--- config.mk ---
export PLATFORM = sky130hd
export DESIGN_NAME = alu_seq
export DESIGN_NICKNAME = d
export VERILOG_FILES = /design/src/rtl/alu_seq.sv
export SDC_FILE = /design/constraint.sdc
export NUM_CORES = 1
export LEC_CHECK = 0
export CAP_MARGIN = 10
export CELL_PAD_IN_SITES_DETAIL_PLACEMENT = 1
export CELL_PAD_IN_SITES_GLOBAL_PLACEMENT = 2
export CORE_MARGIN = 5
export CORE_UTILIZATION = 36
export DETAILED_ROUTE_END_ITERATION = 10
export HOLD_SLACK_MARGIN = 0.1
export PLACE_DENSITY = 0.92
export RECOVER_POWER = 25
export SLEW_MARGIN = 30
export SYNTH_ARGS = -nofsm -noshare
export SYNTH_HDL_FRONTEND = slang
export SYNTH_SLANG_ARGS = --single-unit
--- constraint.sdc ---
create_clock -name CLK -period 6.7 [get_ports CLK]
set_input_delay 2.01 -clock CLK [delete_from_list [all_inputs] [get_ports CLK]]
set_output_delay 2.01 -clock CLK [all_outputs]
set_load 0.02 [all_outputs]
--- src/rtl/alu_seq.sv ---
// alu_seq: registered ALU with a START/BUSY/DONE handshake.
// Single-cycle ops (add, sub, and, immediate pass/inc/dec/-2) complete one
// cycle after START. Unsigned multiply runs as an iterative shift-add, one
// multiplier bit per cycle, and completes WIDTH+1 cycles after START.
// OUT, OUT_HI and the flags hold their values between completions.
module alu_seq #(
    parameter int WIDTH = 8
) (
    input  logic             CLK,
    input  logic             RSTN,
    input  logic             START,
    input  logic             ALUSRC,
    input  logic [1:0]       OP,
    input  logic [WIDTH-1:0] IN1,
    input  logic [WIDTH-1:0] IN2,
    input  logic [1:0]       IN3,
    output logic             BUSY,
    output logic             DONE,
    output logic [WIDTH-1:0] OUT,
    output logic [WIDTH-1:0] OUT_HI,
    output logic             ZERO,
    output logic             CARRY,
    output logic             OVF
);

    localparam int CW = $clog2(WIDTH + 1);
    localparam logic [CW-1:0] LAST = CW'(WIDTH - 1);

    typedef enum logic {
        IDLE,
        MUL
    } state_t;

    typedef enum logic [1:0] {
        OP_ADD = 2'b00,
        OP_SUB = 2'b01,
        OP_MUL = 2'b10,
        OP_AND = 2'b11
    } op_t;

    typedef enum logic [1:0] {
        IMM_PASS = 2'b00,
        IMM_INC  = 2'b01,
        IMM_SUB2 = 2'b10,
        IMM_DEC  = 2'b11
    } imm_t;

    state_t           state;

    // Multiply working registers: acc is the running high half, mplr shifts
    // the multiplier out at the bottom while product low bits shift in at the top.
    logic [WIDTH-1:0] mcand;
    logic [WIDTH-1:0] mplr;
    logic [WIDTH-1:0] acc;
    logic [CW-1:0]    cnt;

    // Single-cycle datapath signals
    op_t              op_dec;
    imm_t             imm_dec;
    logic             is_mul;
    logic             do_arith;
    logic             do_sub;
    logic [WIDTH:0]   opa;
    logic [WIDTH:0]   opb;
    logic [WIDTH:0]   sum;
    logic             opb_sign;
    logic [WIDTH:0]   sc_res;
    logic             sc_carry;
    logic             sc_ovf;

    // Multiply step signals
    logic [WIDTH:0]   step_sum;
    logic [WIDTH-1:0] mul_hi;
    logic [WIDTH-1:0] mul_lo;

    // Decode the request and compute the single-cycle result and flags from live inputs
    always_comb begin
        op_dec   = op_t'(OP);
        imm_dec  = imm_t'(IN3);
        is_mul   = !ALUSRC && (op_dec == OP_MUL);
        do_arith = 1'b0;
        do_sub   = 1'b0;
        opa      = {1'b0, IN1};
        opb      = '0;
        sc_res   = '0;
        sc_carry = 1'b0;
        sc_ovf   = 1'b0;
        sum      = '0;
        opb_sign = 1'b0;

        if (ALUSRC) begin
            case (imm_dec)
                IMM_PASS: sc_res = {1'b0, IN1};
                IMM_INC: begin
                    do_arith = 1'b1;
                    opb      = (WIDTH + 1)'(1);
                end
                IMM_SUB2: begin
                    do_arith = 1'b1;
                    do_sub   = 1'b1;
                    opb      = (WIDTH + 1)'(2);
                end
                IMM_DEC: begin
                    do_arith = 1'b1;
                    do_sub   = 1'b1;
                    opb      = (WIDTH + 1)'(1);
                end
                default: sc_res = '0;
            endcase
        end else begin
            case (op_dec)
                OP_ADD: begin
                    do_arith = 1'b1;
                    opb      = {1'b0, IN2};
                end
                OP_SUB: begin
                    do_arith = 1'b1;
                    do_sub   = 1'b1;
                    opb      = {1'b0, IN2};
                end
                OP_AND:  sc_res = {1'b0, IN1 & IN2};
                default: sc_res = '0;
            endcase
        end

        if (do_arith) begin
            sum      = do_sub ? (opa - opb) : (opa + opb);
            sc_res   = sum;
            // Bit WIDTH is the carry for add and the borrow (subtrahend > IN1) for sub
            sc_carry = sum[WIDTH];
            // For subtraction the effective second operand is -opb, whose sign is ~opb's
            opb_sign = do_sub ? ~opb[WIDTH-1] : opb[WIDTH-1];
            sc_ovf   = (opa[WIDTH-1] == opb_sign) && (sum[WIDTH-1] != opa[WIDTH-1]);
        end
    end

    // One shift-add iteration: add multiplicand if the current multiplier bit is set, shift right
    always_comb begin
        step_sum = {1'b0, acc} + (mplr[0] ? {1'b0, mcand} : '0);
        mul_hi   = step_sum[WIDTH:1];
        mul_lo   = {step_sum[0], mplr[WIDTH-1:1]};
    end

    // Control FSM with registered results, flags and handshake outputs
    always_ff @(posedge CLK or negedge RSTN) begin
        if (!RSTN) begin
            state  <= IDLE;
            BUSY   <= 1'b0;
            DONE   <= 1'b0;
            OUT    <= '0;
            OUT_HI <= '0;
            ZERO   <= 1'b1;
            CARRY  <= 1'b0;
            OVF    <= 1'b0;
            mcand  <= '0;
            mplr   <= '0;
            acc    <= '0;
            cnt    <= '0;
        end else begin
            DONE <= 1'b0;
            case (state)
                IDLE: begin
                    if (START) begin
                        if (is_mul) begin
                            mcand <= IN1;
                            mplr  <= IN2;
                            acc   <= '0;
                            cnt   <= '0;
                            BUSY  <= 1'b1;
                            state <= MUL;
                        end else begin
                            OUT    <= sc_res[WIDTH-1:0];
                            OUT_HI <= '0;
                            ZERO   <= (sc_res[WIDTH-1:0] == '0);
                            CARRY  <= sc_carry;
                            OVF    <= sc_ovf;
                            DONE   <= 1'b1;
                        end
                    end
                end
                MUL: begin
                    acc  <= mul_hi;
                    mplr <= mul_lo;
                    cnt  <= cnt + CW'(1);
                    if (cnt == LAST) begin
                        OUT    <= mul_lo;
                        OUT_HI <= mul_hi;
                        ZERO   <= (mul_lo == '0);
                        CARRY  <= 1'b0;
                        OVF    <= (mul_hi != '0);
                        DONE   <= 1'b1;
                        BUSY   <= 1'b0;
                        state  <= IDLE;
                    end
                end
                default: state <= IDLE;
            endcase
        end
    end

endmodule

* Word level (Yosys, flattened, before mapping)
Index checks and enable logic that the tools add are counted.
** Word-level totals
- Bits of input ports :: 24
- Output and inout bits :: 21
- Word-level logic and storage cells :: 106
- Bits in registers :: 50
** Cells by class
- Bitwise operators :: 3
- Equality and inequality tests :: 13
- Add/sub/neg operators :: 4
- Muxes and demuxes :: 58
- Reductions and logical operators :: 16
** Operators by type and width (count)
- 8-bit two-way mux :: 16
- 8-bit one-hot mux with 2 select lines :: 4
- 1-bit two-way mux :: 26
- 9-bit two-way mux :: 2
- 8-bit zero test :: 2
- 1-bit one-hot mux with 2 select lines :: 6
- 8-bit by 8-bit adder with 9-bit output :: 1
- 8-bit by 9-bit adder with 9-bit output :: 1
- 3-bit AND reduction :: 3
- 8-bit by 9-bit subtractor with 9-bit output :: 1
- 8-bit AND :: 1
- 2-bit equality test (second input constant) :: 4
- 4-bit two-way mux :: 2
- 4-bit one-hot mux with 2 select lines :: 1
- 8-bit nonzero test :: 1
- 2-bit inequality test (second input constant) :: 3
- 2-bit OR reduction :: 3
- 4-bit by 1-bit adder with 4-bit output (second input constant) :: 1
- 2-bit by 1-bit equality test with 1-bit output (second input constant) :: 2
- 4-bit by 3-bit equality test with 1-bit output (second input constant) :: 1
- 2-bit zero test :: 2
- 2-bit one-hot mux with 2 select lines :: 1
- 3-bit OR reduction :: 1
- 1-bit logical AND :: 2
- other kinds (6) :: 7

* Depth between registers and ports, before layout
Gate-level depths: netlist (run 1).
- Depth in word-level cells :: 12
- Mapped depth :: 15
- Depth with buffers taken out :: 13

* Least setup slack after synthesis (run 1)
No wires, ideal clock.
- Path type :: in2reg
- Start :: input ALUSRC
- End :: register ZERO
- Slack :: 1964 ps
- Stages on the path :: 14
- Path buffers :: 2
- Arrival :: 4650 ps
- Library setup time :: 86 ps
- Cells stage by stage :: buf_6 > nor2_1 > a22oi_1 > clkbuf_1 > and2_1 > xnor2_1 > inv_1 > ha_1 > nor2b_1 > o21ai_0 > a211o_1 > nand3_1 > or4_1 > o31ai_2
** On the way
- Cells in the longest elaborated chain, start to end :: 8
- Elaborated cells between the ends (all ways) :: 16
** RTL lines
- from (decl) :: line 12 : input logic ALUSRC,
- 9-bit two-way mux :: line 91 : if (ALUSRC) begin
- 8-bit by 9-bit adder with 9-bit output / 8-bit by 9-bit subtractor with 9-bit output (equally long branches) :: line 127 : sum = do_sub ? (opa - opb) : (opa + opb);
- 9-bit two-way mux :: line 127
- 8-bit two-way mux :: line 126 : if (do_arith) begin
- 8-bit zero test :: line 174 : ZERO <= (sc_res[WIDTH-1:0] == '0);
- 1-bit two-way mux :: line 164 : if (is_mul) begin
- 1-bit two-way mux :: line 163 : if (START) begin
- 1-bit one-hot mux with 2 select lines :: line 161 : case (state)
- to (signal assigned) :: line 174
- to (signal assigned) :: line 188 : ZERO <= (mul_lo == '0);
- to (decl) :: line 21 : output logic ZERO,
Several ways; a longest one is shown, not always the timed one. The select of a mux whose other input is x is not followed.
A chain may end at the register's enable or synchronous reset.

* Worst setup path after layout (run 1)
Same ends and word-level chain as after synthesis.

==> flow_summary.ini, run 1 <==
[route]
wl_per_cell_um = 18.4
drtAntennaViolNets = 0
firstDrtPassIters = 4
drt-initial-drc-count = 135
num_vias = 3033
drc_errors = 0
drt-total-wl_mm = 9.71
via_per_inst = 5.73

[worst_setup_path]
ff2ff_path_depth = 8
path_depth = 13
crit_family = compound AO/OA/AOI/OAI gates
cp_cell_sequence = clkdlybuf4s50_1 -> nor2_1 -> buf_4 -> a22oi_1 -> o21a_1 -> nor3_1 -> a311oi_1 -> ha_1 -> a21o_1 -> o32ai_1 -> o31ai_1 -> a311o_1 -> o31ai_2
path_max_fanout = 15
crit_type = input port to register
crit_buf_inv = 2
cp-end-kind = register
cpMaxStageDelayCell = clkdlybuf4s50_1
crit_arrival_ns = 5.98
startpoint_type = input port
max_stage_delay_ns = 0.67
worst_ep_required_time_ns = 6.93

[layout]
antennaDiodeCount = 0
fillCellCount = 1091
area_growth_pct = 19.4
drive_above_1_share_pct = 6.22
fin_nets = 460
fin_area_sq_um = 3940

[synthesis]
async_flop_share_pct = 100
synth-edff-count = 0
synth.distinct_cells = 58
synth.most_common_cell = nand2_1
syn_area_sq_um = 3300
synth_top_area_share_pct = 37.1
ys_ff_latch = 50
synth_common_cells = nand2_1, dfrtp_1, nor2_1
synth_area_leaders = dfrtp_1, nand2_1, ha_1, o21ai_0, nor2_1
postSynthAreaPerCell_sq_um = 8.76
syn_nets = 420
yosysWarnings = 0
synth_top_cell_by_area = dfrtp_1
yosys_most_used_dff = dfrtp_1
synth_cells = 377
ys_seq_area_share_pct = 37.9

[floorplan]
die_h_um = 106
core_area_sq_um = 9110
core.rowCount = 35
chipWidth_um = 106
boundaryPins = 45
initial_utilization_pct = 36.2
dieArea_sq_um = 11200

[power]
internal_power_mw = 0.945
leakage_nw = 1.71
p_switching_mw = 0.723
pwr-share-comb_pct = 55.9
powerDensity_nw_per_um2 = 423
swShare_pct = 43.3
p_clk_share_pct = 12.6
ir_drop_uv = 136
p_seq_share_pct = 31.5

[timing]
fin_crit_sh_pct = 85.8
finalMaxSlewViolations = 51
tightest_slew_ns = 2.70
setup_viol = 0
max_slew_margin_pct = -80.0
setup_tns_ns = 0
rsz0062_at_grt = no
period_minus_slack_ns = 5.75
finalHoldViolCount = 0
skew_ns = 0.0127
clock.fmax_mhz = 174

[clock_network]
cts-resized-gates = 0
cts_buffer_depth = 2
cts_buffers = 5
post-cts-setup-buffers = 0
cts.clk_slew.worst_paths_ns = 0.10
cts_tree = built
cts_root_buf = clkbuf_8
insertion_delay_ns = 0.30
cts_hold_buf = 0
clock-sinks = 50
htreeDepth = 2

[grt]
grt_overflow = 0
grt_usage_pct = 17.8
antenna_found_initial = 0
grt_pass1_vias = 3275
grt_max_degree = 51
grt_pass1_wl_mm = 16.4

[flow_run]
maxCapViolCount = 1

[outcome]
failed_checks = max-capacitance violations, max-slew violations
status = finished with violations

[min_path]
hold_path_class = register to register
hold_depth = 2

[place]
dpl_cell_area_sq_um = 3840
numPortBuffers = 44
gp_congestion = 0.889
hpwl_mm = 7.70
[kinds of logic (layout without fill, tap and decap cells)]
kind of cell / count (synthesis) / after routing / synth area share [%]
xor gates and xnor gates: 12 / 12 / 3.18
DFF: 50 / 50 / 37.9
AOI/OAI and AO/OA: 114 / 114 / 23.7
muxes: 9 / 9 / 3.03
adders and majority gates: 19 / 19 / 7.66
and+or+nand+nor: 149 / 149 / 21.2
buffers and inverters: 24 / 65 / 3.22
[metal layers]
| metal | vias to the layer above | wire length, um | global-route usage, % |
|---|---|---|---|
| met5 | - | 0 | 0 |
| met4 | 0 | 196 | 4.81 |
| met3 | 18 | 405 | 2.33 |
| met2 | 88 | 4900 | 31.5 |
| met1 | 1473 | 4210 | 22.9 |
| li1 | 1454 | - | - |
[flip-flops by register name (all words and copies together), names as in the netlist]
name and count:
ZERO 1, CARRY 1, OVF 1, OUT 8
mcand 8, state 1, BUSY 1, DONE 1
acc 8, mplr 8, cnt 4, OUT_HI 8
[worst min-delay path, stage by stage, from the launching register on]
cell and delay [ns]:
dfrtp_1 0.35, nand2_1 0.05, nand2_1 0.05
[cell usage in the layout, fill, tap and decap left out, types with 2 or more instances in the layout]
cell type	Yosys	final
a211o_1	2	2
a211oi_1	6	6
a21boi_0	2	2
a21o_1	4	4
a21oi_1	10	10
a22o_1	5	5
a22oi_1	2	2
a311oi_1	4	4
a31oi_1	14	14
a32oi_1	2	2
and2_1	11	11
and3_1	4	4
buf_4	0	4
clkbuf_1	11	3
clkbuf_8	0	5
clkdlybuf4s50_1	0	43
dfrtp_1	49	49
fa_1	2	2
ha_1	17	17
inv_1	8	8
mux2_2	8	8
nand2_1	64	64
nand2b_1	4	4
nand3_1	7	7
nor2_1	35	35
nor2b_1	5	4
nor3_1	3	3
nor3b_1	2	2
nor4_1	2	2
o21a_1	5	5
o21ai_0	28	28
o21bai_1	2	2
o22ai_1	2	2
o31ai_1	11	11
o41ai_1	3	3
or3_1	4	4
or4_1	3	3
xnor2_1	7	7
xor2_1	5	5
[power groups by stage]
stage / sequential, mW / combinational (mW) / clock, mW
2_1_floorplan: 0.574 / 0.571 / 0
3_3_place_gp: 0.527 / 0.906 / 0
3_5_place_dp: 0.534 / 0.942 / 0
4_1_cts: 0.529 / 0.943 / 0.216
5_1_grt: 0.547 / 1.03 / 0.229
6_report: 0.526 / 0.933 / 0.210
[layout make-up]
cell class	instances	area (sq um)	share of cell area, %
well taps	111	139	3.52
multi-input cells	303	1940	49.3
flip-flops and latches	50	1250	31.8
repair buffers	49	469	11.9
clock buffers	7	76.3	1.94
clock inverters	1	30.0	0.762
inverters	8	30.0	0.762
[final timing paths]
| path | startpoint | endpoint | slack (ns) |
|---|---|---|---|
| setup / recovery | ALUSRC | ZERO | 0.95 |
| max in group asynchronous | RSTN | mcand[5] | 2.52 |
| hold / removal | OUT_HI[0] | OUT_HI[0] | 0.48 |
| hold reg to reg | OUT_HI[0] | OUT_HI[0] | 0.48 |
| min in group asynchronous | RSTN | state | 2.65 |
| setup reg to reg | state | ZERO | 3.21 |
[per-stage QoR]
| stage | instances | power, mW | hold slack (ns) | setup WS [ns] | util, % |
|---|---|---|---|---|---|
| floorplan | 377 | 1.15 | 0.452 | 1.96 | - |
| global placement | 521 | 1.43 | 0.450 | 0.859 | 42.1 |
| detailed placement | 521 | 1.48 | 0.462 | 0.647 | 42.1 |
| CTS | 529 | 1.69 | 0.483 | 0.966 | 43.3 |
| global route | 529 | 1.81 | 0.506 | 0.638 | 43.3 |
| finish | 529 | 1.67 | 0.475 | 0.950 | 43.3 |
Power figures use the tool's default switching activity.
==> run 2: changes to the inputs <==
--- a/config.mk
+++ b/config.mk
@@ -10,6 +10,7 @@
 export CELL_PAD_IN_SITES_GLOBAL_PLACEMENT = 2
 export CORE_MARGIN = 5
 export CORE_UTILIZATION = 36
+export CTS_CLUSTER_SIZE = 40
 export DETAILED_ROUTE_END_ITERATION = 10
 export HOLD_SLACK_MARGIN = 0.1
 export PLACE_DENSITY = 0.92
==> results of run 2 <==
No change in the layout: final DEF, timing and power equal those of run 1.
==> run 3: changes to the inputs <==
--- a/config.mk
+++ b/config.mk
@@ -9,11 +9,11 @@
 export CELL_PAD_IN_SITES_DETAIL_PLACEMENT = 1
 export CELL_PAD_IN_SITES_GLOBAL_PLACEMENT = 2
 export CORE_MARGIN = 5
-export CORE_UTILIZATION = 36
+export CORE_UTILIZATION = 30
 export CTS_CLUSTER_SIZE = 40
 export DETAILED_ROUTE_END_ITERATION = 10
 export HOLD_SLACK_MARGIN = 0.1
-export PLACE_DENSITY = 0.92
+export PLACE_DENSITY = 0.8
 export RECOVER_POWER = 25
 export SLEW_MARGIN = 30
 export SYNTH_ARGS = -nofsm -noshare
==> run 3 against run 2 <==
The run still ends with max-capacitance violations, max-slew violations left. Wire length rose by 1.5%. Setup slack worse by 0.080 ns. Maximum frequency shrank 1.4%. Final area grew 0.73%. Via count decreased by 1.1%. Non-clock buffer count up 1. Combinational power down 1%. Largest cell class unchanged. Largest power group unchanged. Highest routed layer unchanged.
==> flow_summary.ini, run 3 (same netlist as run 1, synthesis figures left out) <==
[place]
hpwl_mm = 7.70
gp_congestion = 0.884
dpl_cell_area_sq_um = 3880
pre_cts_ws_ns = 0.581
numPortBuffers = 44
place_inst = 551

[clock_network]
htreeDepth = 2
post-cts-setup-buffers = 0
cts.clk_slew.worst_paths_ns = 0.09
cts-resized-gates = 0
cts_root_buf = clkbuf_8
insertion_delay_ns = 0.30
clock-sinks = 50
cts_hold_buf = 0
cts_buffers = 5
cts_buffer_depth = 2
cts_tree = built

[grt]
antenna_found_initial = 0
grt_overflow = 0
grtUsageMet1_pct = 21.1
top_usage_layer = met2
use_met3_pct = 1.68
grt_pass1_vias = 3067
grt_max_degree = 51
grt_pass1_wl_mm = 16.3
met2_usage_pct = 25.5
grt_usage_pct = 15.3

[worst_setup_path]
cp_cell_sequence = clkdlybuf4s50_1 -> nor2_1 -> buf_4 -> a22oi_1 -> o21a_1 -> nor3_1 -> a311oi_1 -> ha_1 -> a21o_1 -> o32ai_1 -> o31ai_1 -> a311o_1 -> o31ai_2
crit_buf_inv = 2
crit_family = compound AO/OA/AOI/OAI gates
max_stage_delay_ns = 0.67
path_max_fanout = 15
crit_arrival_ns = 6.06
startpoint_type = input port
cp-end-kind = register
crit_type = input port to register
worst_ep_required_time_ns = 6.93
cpMaxStageDelayCell = clkdlybuf4s50_1

[layout]
fin_nets = 461
fillCellCount = 1275
final_util_pct = 36.8
register_area_sq_um = 1250
layout_commonest_cell = nand2_1
area_growth_pct = 20.3
final_cell_mix = nand2_1, dfrtp_1, clkdlybuf4s50_1
antennaDiodeCount = 0
multi_input_area_sq_um = 1940
fin_area_sq_um = 3970
drive_above_1_share_pct = 6.68
finalNonFillerCells = 559

[route]
drt-initial-drc-count = 203
drt-total-wl_mm = 9.86
firstDrtPassIters = 4
num_vias = 2999
via_per_inst = 5.36
drc_errors = 0
drtAntennaViolNets = 0
wl_per_cell_um = 17.6

[flow_run]
maxCapViolCount = 1

[power]
ir_drop_uv = 133
finalPower_mw = 1.64
leakage_nw = 1.71
powerDensity_nw_per_um2 = 413

[timing]
setup_viol = 0
finalMaxSlewViolations = 51
finalHoldViolCount = 0
whs_ns = 0.470
max_slew_margin_pct = -79.1
setup_ws_ns = 0.869
period_minus_slack_ns = 5.83
clock.fmax_mhz = 172
fin_crit_sh_pct = 87.0
tightest_slew_ns = 2.69
setup_tns_ns = 0
rsz0062_at_grt = no
skew_ns = 0.00585

[floorplan]
initial_utilization_pct = 30.6
boundaryPins = 45
core.rowCount = 38
dieArea_sq_um = 13200
chipWidth_um = 115
die_h_um = 115
core_area_sq_um = 10800

[outcome]
status = finished with violations
failed_checks = max-capacitance violations, max-slew violations

[min_path]
hold_path_class = register to register
[run 3: changes by cell type in the layout (fill, tap and decap cells not counted), sizes merged]
| cell | change |
|---|---|
| bufinv | -1 |
| buf | +1 |
| clkinv | +1 |
[run 3: worst min-delay path, cell delays in order, from the launching register on]
cell     delay, ns
dfrtp_1       0.35
nand2_1       0.05
nand2_1       0.05
[run 3: area by class of cell]
class,instances,share of cell area (%)
clock buffer,7,2.17
clock inverter,1,0.126
inverter,8,0.756
multi-input combinational,303,49.0
sequential,50,31.5
tap,140,4.41
timing repair buffer,50,12.0
[run 3: path summary, 6_finish.rpt]
check	startpoint	endpoint	slack (ns)	depth (start not counted)
setup / recovery	ALUSRC	ZERO	0.87	13
hold / removal	OUT_HI[0]	OUT_HI[0]	0.47	2
setup reg to reg	state	ZERO	3.25	8
hold reg to reg	OUT_HI[0]	OUT_HI[0]	0.47	2
max in group asynchronous	RSTN	cnt[0]	2.54	2
min in group asynchronous	RSTN	cnt[2]	2.65	2
[run 3: report_power, final]
| group | switching [mW] | leakage (nW) | internal (mW) |
|---|---|---|---|
| logic | 0.531 | 1.05 | 0.394 |
| registers | 0.0879 | 0.606 | 0.440 |
| clock network | 0.103 | 0.0482 | 0.0837 |
| total | 0.722 | 1.71 | 0.917 |
[run 3: metal layers]
layer | share of wire [%] | routed length [um]
met1 | 47 | 4670
met5 | 0 | 0
met3 | 3.4 | 333
met2 | 48 | 4720
met4 | 1.4 | 138
